$ cat config.mk
export PLATFORM = sky130hd
export DESIGN_NAME = dmem_access_ctrl
export DESIGN_NICKNAME = d
export VERILOG_FILES = /design/src/rtl/dmem_access_ctrl_pkg.sv /design/src/rtl/dmem_access_ctrl_timeout_cnt.sv /design/src/rtl/dmem_access_ctrl.sv
export SDC_FILE = /design/constraint.sdc
export NUM_CORES = 1
export LEC_CHECK = 0
export BUFFER_PORTS_ARGS = -buffer_cell sky130_fd_sc_hd__buf_2
export CAP_MARGIN = 20
export CORE_AREA = 2 2 86 88
export CTS_CLUSTER_DIAMETER = 60
export CTS_CLUSTER_SIZE = 30
export DETAILED_ROUTE_END_ITERATION = 6
export DIE_AREA = 0 0 88 90
export PLACE_DENSITY_LB_ADDON = 0.25
export RECOVER_POWER = 25
export REMOVE_ABC_BUFFERS = 1
export SETUP_SLACK_MARGIN = 0.4
export SLEW_MARGIN = 20
export SYNTH_ARGS = -nofsm -noshare
export SYNTH_HDL_FRONTEND = slang
export SYNTH_SLANG_ARGS = --single-unit
$ cat constraint.sdc
create_clock -name clk -period 7 [get_ports clk]
set_clock_uncertainty 0.1 [all_clocks]
set_input_delay 1.4 -clock clk [delete_from_list [all_inputs] [get_ports clk]]
set_output_delay 1.4 -clock clk [all_outputs]
set_load 0.005 [all_outputs]
$ cat src/rtl/dmem_access_ctrl_pkg.sv
// dmem_access_ctrl_pkg: shared widths and FSM state encoding for the MEM-stage access controller
`ifndef DATA_MEM_ADDR_BITS
`define DATA_MEM_ADDR_BITS 13
`endif
`ifndef INTERNAL_BITS
`define INTERNAL_BITS 32
`endif
package dmem_access_ctrl_pkg;
  localparam int DMEM_ADDR_W = `DATA_MEM_ADDR_BITS;
  localparam int DMEM_DATA_W = `INTERNAL_BITS;
  typedef enum logic [1:0] {
    ST_IDLE = 2'd0,
    ST_REQ  = 2'd1,
    ST_DONE = 2'd2
  } state_t;
endpackage

$ cat src/rtl/dmem_access_ctrl_timeout_cnt.sv
// dmem_timeout_cnt: REQ-cycle counter that flags the last cycle allowed before an access is aborted
module dmem_timeout_cnt #(
  parameter int TIMEOUT_CYC = 64
) (
  input  logic clk,
  input  logic rst,
  input  logic i_clr,
  input  logic i_en,
  output logic o_hit
);
  localparam int CW = $clog2(TIMEOUT_CYC);
  logic [CW-1:0] r_cnt;
  always_ff @(posedge clk or posedge rst)
    if (rst) r_cnt <= '0;
    else if (i_clr) r_cnt <= '0;
    else if (i_en) r_cnt <= r_cnt + 1'b1;
  assign o_hit = r_cnt == CW'(TIMEOUT_CYC - 1);
endmodule

$ cat src/rtl/dmem_access_ctrl.sv
// dmem_access_ctrl: sequences MEM-stage loads/stores as req/ack transactions and stalls the pipeline meanwhile
// Optional access-timeout abort enabled by defining DMEM_TIMEOUT_EN.
module dmem_access_ctrl
  import dmem_access_ctrl_pkg::*;
#(
  parameter int ADDR_W      = DMEM_ADDR_W,
  parameter int DATA_W      = DMEM_DATA_W,
  parameter int TIMEOUT_CYC = 64
) (
  input  logic              clk,
  input  logic              rst,
  input  logic              op_valid,
  input  logic              mem_read,
  input  logic              mem_write,
  input  logic              flush,
  input  logic [ADDR_W-1:0] addr_in,
  input  logic [DATA_W-1:0] wdata_in,
  output logic              dmem_req,
  output logic              dmem_we,
  output logic [ADDR_W-1:0] dmem_addr,
  output logic [DATA_W-1:0] dmem_wdata,
  input  logic              dmem_ack,
  input  logic [DATA_W-1:0] dmem_rdata,
  output logic              stall_o,
  output logic              wb_en_o,
  output logic [DATA_W-1:0] rdata_o,
  output logic              err_o
);
  state_t            r_state;
  logic              r_req, r_we, r_kill;
  logic [ADDR_W-1:0] r_addr;
  logic [DATA_W-1:0] r_wdata, r_rdata;
  logic              w_idle, w_start, w_to;
  assign w_idle  = (r_state == ST_IDLE) & ~rst;
  assign w_start = w_idle & op_valid & (mem_read | mem_write) & ~flush;
`ifdef DMEM_TIMEOUT_EN
  logic w_hit, r_err;
  dmem_timeout_cnt #(.TIMEOUT_CYC(TIMEOUT_CYC)) u_timeout (
    .clk   (clk),
    .rst   (rst),
    .i_clr (w_start),
    .i_en  ((r_state == ST_REQ) & ~dmem_ack),
    .o_hit (w_hit)
  );
  assign w_to = (r_state == ST_REQ) & ~dmem_ack & w_hit;
  always_ff @(posedge clk or posedge rst)
    if (rst) r_err <= 1'b0;
    else if (w_to) r_err <= 1'b1;
  assign err_o = r_err;
`else
  assign w_to  = 1'b0;
  assign err_o = 1'b0;
`endif
  always_ff @(posedge clk or posedge rst)
    if (rst) begin
      r_state <= ST_IDLE;
      r_req   <= 1'b0;
      r_we    <= 1'b0;
      r_kill  <= 1'b0;
      r_addr  <= '0;
      r_wdata <= '0;
      r_rdata <= '0;
    end else begin
      case (r_state)
        ST_IDLE:
          if (w_start) begin
            r_state <= ST_REQ;
            r_req   <= 1'b1;
            r_we    <= mem_write;
            r_kill  <= 1'b0;
            r_addr  <= addr_in;
            r_wdata <= wdata_in;
          end
        ST_REQ: begin
          // A flushed access still runs to completion; only its writeback is dropped.
          if (flush) r_kill <= 1'b1;
          if (dmem_ack) begin
            r_state <= ST_DONE;
            r_req   <= 1'b0;
            if (!r_we) r_rdata <= dmem_rdata;
          end else if (w_to) begin
            r_state <= ST_DONE;
            r_req   <= 1'b0;
            r_kill  <= 1'b1;
            r_rdata <= '0;
          end
        end
        default: r_state <= ST_IDLE;
      endcase
    end
  assign dmem_req   = r_req;
  assign dmem_we    = r_we;
  assign dmem_addr  = r_addr;
  assign dmem_wdata = r_wdata;
  assign rdata_o    = r_rdata;
  assign stall_o    = w_start | (r_state == ST_REQ);
  assign wb_en_o    = (w_idle & op_valid & ~mem_read & ~mem_write & ~flush)
                    | ((r_state == ST_DONE) & ~r_kill & ~flush & ~rst);
endmodule
# ---- After elaboration in Yosys (flattened, before gate mapping)
# Cells that the tools add are included.
dict set report totals {
  register_bits 82
  output_inout_bits 82
  word_cells 47
}
dict set report classes {
  eq_ne 5
  n_reduce_logical 7
  bitwise_logic 19
  mux 9
}
# op count
set op_table {}
lappend op_table {{bitwise AND 1 bit} 10}
lappend op_table {{AND reduction 3 bit} 3}
lappend op_table {{!= test 2 bit (second input constant)} 3}
lappend op_table {{NOT 1 bit} 6}
lappend op_table {{two-way mux 1 bit} 4}
lappend op_table {{two-way mux 2 bit} 2}
lappend op_table {{one-hot mux 1 bit (2 select lines)} 2}
lappend op_table {{one-hot mux 2 bit (2 select lines)} 1}
lappend op_table {{AND reduction 2 bit} 2}
lappend op_table {{OR 1 bit} 3}
lappend op_table {{== test 2 x 1 -> 1 bit (second input constant)} 1}
lappend op_table {{== test 2 bit (second input constant)} 1}
lappend op_table {{logical NOT 2 bit} 1}
lappend op_table {{nonzero test 2 bit} 1}

# ---- Depth between registers and ports, before layout
dict set report depth {
  word_depth 7
  mapped_depth 5
}

# ---- Worst setup path after synthesis
# OpenSTA, ideal clock, no wires.
dict set report synth_path {
  kind {input port to output port}
  from {input flush}
  to {output stall_o}
  stages 3
  required_ns 5.500
  path_buffers 0
  arrival_time_ns 2.278
  slack_ns 3.222
  cell_sequence {or3_4 > or3b_4 > nand2_1}
}
dict set report synth_via {
  elab_chain_cells 3
}
# element line_no
set synth_rtl {}
lappend synth_rtl {{from (decl)} dmem_access_ctrl.sv:15} ;# input logic flush,
lappend synth_rtl {{NOT 1 bit} dmem_access_ctrl.sv:35} ;# assign w_start = w_idle & op_valid & (mem_read | mem_write) & ~flush;
lappend synth_rtl {{bitwise AND 1 bit} dmem_access_ctrl.sv:35}
lappend synth_rtl {{OR 1 bit} dmem_access_ctrl.sv:96} ;# assign stall_o = w_start | (r_state == ST_REQ);
lappend synth_rtl {{to (decl)} dmem_access_ctrl.sv:24} ;# output logic stall_o,
# No other way between the ends.

# ---- Worst setup path after layout
# Same ends and word-level chain as after synthesis.

==> impl_metrics.json <==
{
  "cts_setup_buffers": 0,
  "tightest_slew_ns": 0.767,
  "initial_core_util": 0.472,
  "synth-async-reset-ratio": 1.00,
  "drcViolationCount": 0,
  "clock-root-buffer": "clkbuf_8",
  "criticalPathCategory": "primary input to output port",
  "syn_to_final_growth_pct": 31.7,
  "pre_cts_ws_ns": 2.99,
  "worstSkewPairLatency_ns": 0.33,
  "yosysSeqAreaShare": 0.619,
  "final_nets": 442,
  "grt_usage": 0.166,
  "avgSynthCellArea_sq_um": 17.5,
  "hold_viol": 0,
  "routed_wl_mm": 6.55,
  "nFillCells": 552,
  "drive_gt1_frac": 0.727,
  "finalCriticalPeriod_ns": 4.02,
  "clock.fmax_ghz": 0.249,
  "arrival_ns": 2.52,
  "maxCapViolCount": 0,
  "avgRoutedWirePerCell_um": 14.2,
  "crit_path_max_fanout": 5,
  "fp-row-count": 31,
  "finalInstanceArea_sq_um": 4370,
  "regArea_sq_um": 2050,
  "die_area_sq_um": 7920,
  "synth.distinct_cells": 20,
  "hp-class": "flip-flop to flip-flop",
  "fin_crit_sh": 0.574,
  "grt_pass1_vias": 2149,
  "grt.overflow.total": 0,
  "vias": 2113,
  "power.density_nw_per_um2": 341,
  "io_buffers": 164,
  "synth_commonest_cells": "dfrtp_1, mux2_4, mux2_2",
  "placedCellCount": 446,
  "startpoint_type": "primary input",
  "status": "finished clean",
  "synth_area_leaders": "dfrtp_1, mux2_4, mux2_2",
  "dp_hpwl_mm": 4.73,
  "die_h_um": 90,
  "antenna_found_initial": 0,
  "cts_resized": 0,
  "peakVddDrop_uv": 159,
  "slew_headroom": 0.488,
  "synth_warnings": 0,
  "synth_flop_cell": "dfrtp_1",
  "finalSetupViolCount": 0,
  "globalplace.congestion": 0.765,
  "dr.pass1.iters": 3,
  "io_pins": 166,
  "cts_tree": "yes",
  "fin_tns_setup_ns": 0,
  "finalNonFillerCells": 462,
  "rsz0062_at_grt": "no",
  "core_area_sq_um": 7020,
  "diodes": 0,
  "syn_inst": 189,
  "die_x_um": 88,
  "reg2reg_slack_ns": 4.70,
  "ant_nets": 0,
  "synth-edff-count": 0,
  "clockBufferDepth": 2,
  "clkSinkCount": 82,
  "synth-seq-cells": 82,
  "cp_data_required_time_ns": 5.50,
  "fin_ws_ns": 2.98,
  "ctsHoldBuffers": 0,
  "grt_max_degree": 83,
  "slew_violations": 0,
  "viasPerCell": 4.57,
  "cts_made_buffers": 9,
  "synth_top_area_frac": 0.619,
  "post_dp_cell_area_sq_um": 4180,
  "grt_pass1_wl_mm": 10.3,
  "clkSlewWorstSetupHoldPaths_ns": 0.07,
  "yosys.area.top_type": "dfrtp_1",
  "yosys.cell_count.top_type": "dfrtp_1",
  "end_kind": "output port",
  "drt_iter0_drc": 26,
  "leakagePower_nw": 2.24,
  "syn-cell-area_sq_um": 3320,
  "htree_levels": 3,
  "multiInputGateArea_sq_um": 1150
}
==> flip-flops by register name, indices dropped and copies added, names as in the netlist <==
register	cells
dmem_addr	13
dmem_req	1
dmem_wdata	32
dmem_we	1
r_kill	1
r_state	2
rdata_o	32
==> per-layer routing <==
metal,routed length [um],GRT usage,up-vias
li1,-,-,990
met1,2740,0.211,1006
met2,3140,0.270,108
met3,602,0.0478,9
met4,72,0.0615,0
met5,0,0,-
==> through the flow <==
stage / hold slack (ns) / power [mW] / utilization
floorplan: 0.357 / 0.955 / -
global placement: 0.365 / 1.17 / 0.595
detailed placement: 0.387 / 1.19 / 0.595
CTS: 0.407 / 1.52 / 0.622
global route: 0.422 / 1.59 / 0.622
finish: 0.403 / 1.49 / 0.622
==> layout make-up <==
cell class                 instances  area share
sequential                        82       0.470
inverter                           3     0.00286
clock inverter                     6      0.0132
tap                               99      0.0284
clock buffer                      10      0.0292
multi-input combinational         95       0.263
timing repair buffer             167       0.194
==> cell families after synthesis <==
group	count (synthesis)	share of synthesized area
AO/OA/AOI/OAI	3	0.00566
multiplexers	78	0.311
flip-flops	82	0.619
other	1	0.00113
buffers and inverters	12	0.0377
AND/OR/NAND/NOR	13	0.0257
==> where the power goes <==
group / internal, mW / switching [mW]
clock network: 0.162 / 0.158
registers: 0.642 / 0.0821
logic: 0.288 / 0.157
==> final timing paths <==
| path | from | end | depth (start not counted) |
|---|---|---|---|
| setup / recovery | flush | stall_o | 5 |
| max in group asynchronous | rst | dmem_wdata[31]$_DFFE_PP0P_ | 3 |
| hold reg to reg | rdata_o[31]$_DFFE_PP0P_ | rdata_o[31]$_DFFE_PP0P_ | 1 |
| hold / removal | rdata_o[31]$_DFFE_PP0P_ | rdata_o[31]$_DFFE_PP0P_ | 1 |
| min in group asynchronous | rst | r_state[0]$_DFFE_PP0P_ | 3 |
| setup reg to reg | r_state[0]$_DFFE_PP0P_ | dmem_addr[8]$_DFFE_PP0P_ | 4 |
==> critical path, stage by stage <==
cell	delay [ns]
buf_2	0.11
or3_4	0.39
or3b_4	0.44
nand2_1	0.08
buf_2	0.10
==> layout by cell type, fill, tap and decap left out, drive strengths merged, types with 2 or more instances in the layout <==
| cell | synthesis | final |
|---|---|---|
| clkinv | 0 | 4 |
| clkbuf | 0 | 11 |
| nand2 | 3 | 3 |
| dfrtp | 82 | 82 |
| buf | 9 | 166 |
| inv | 3 | 2 |
| clkinvlp | 0 | 2 |
| mux2 | 78 | 78 |
| nor2b | 2 | 2 |
| nor2 | 3 | 3 |
Note: power is estimated with default switching activity, not from simulation.
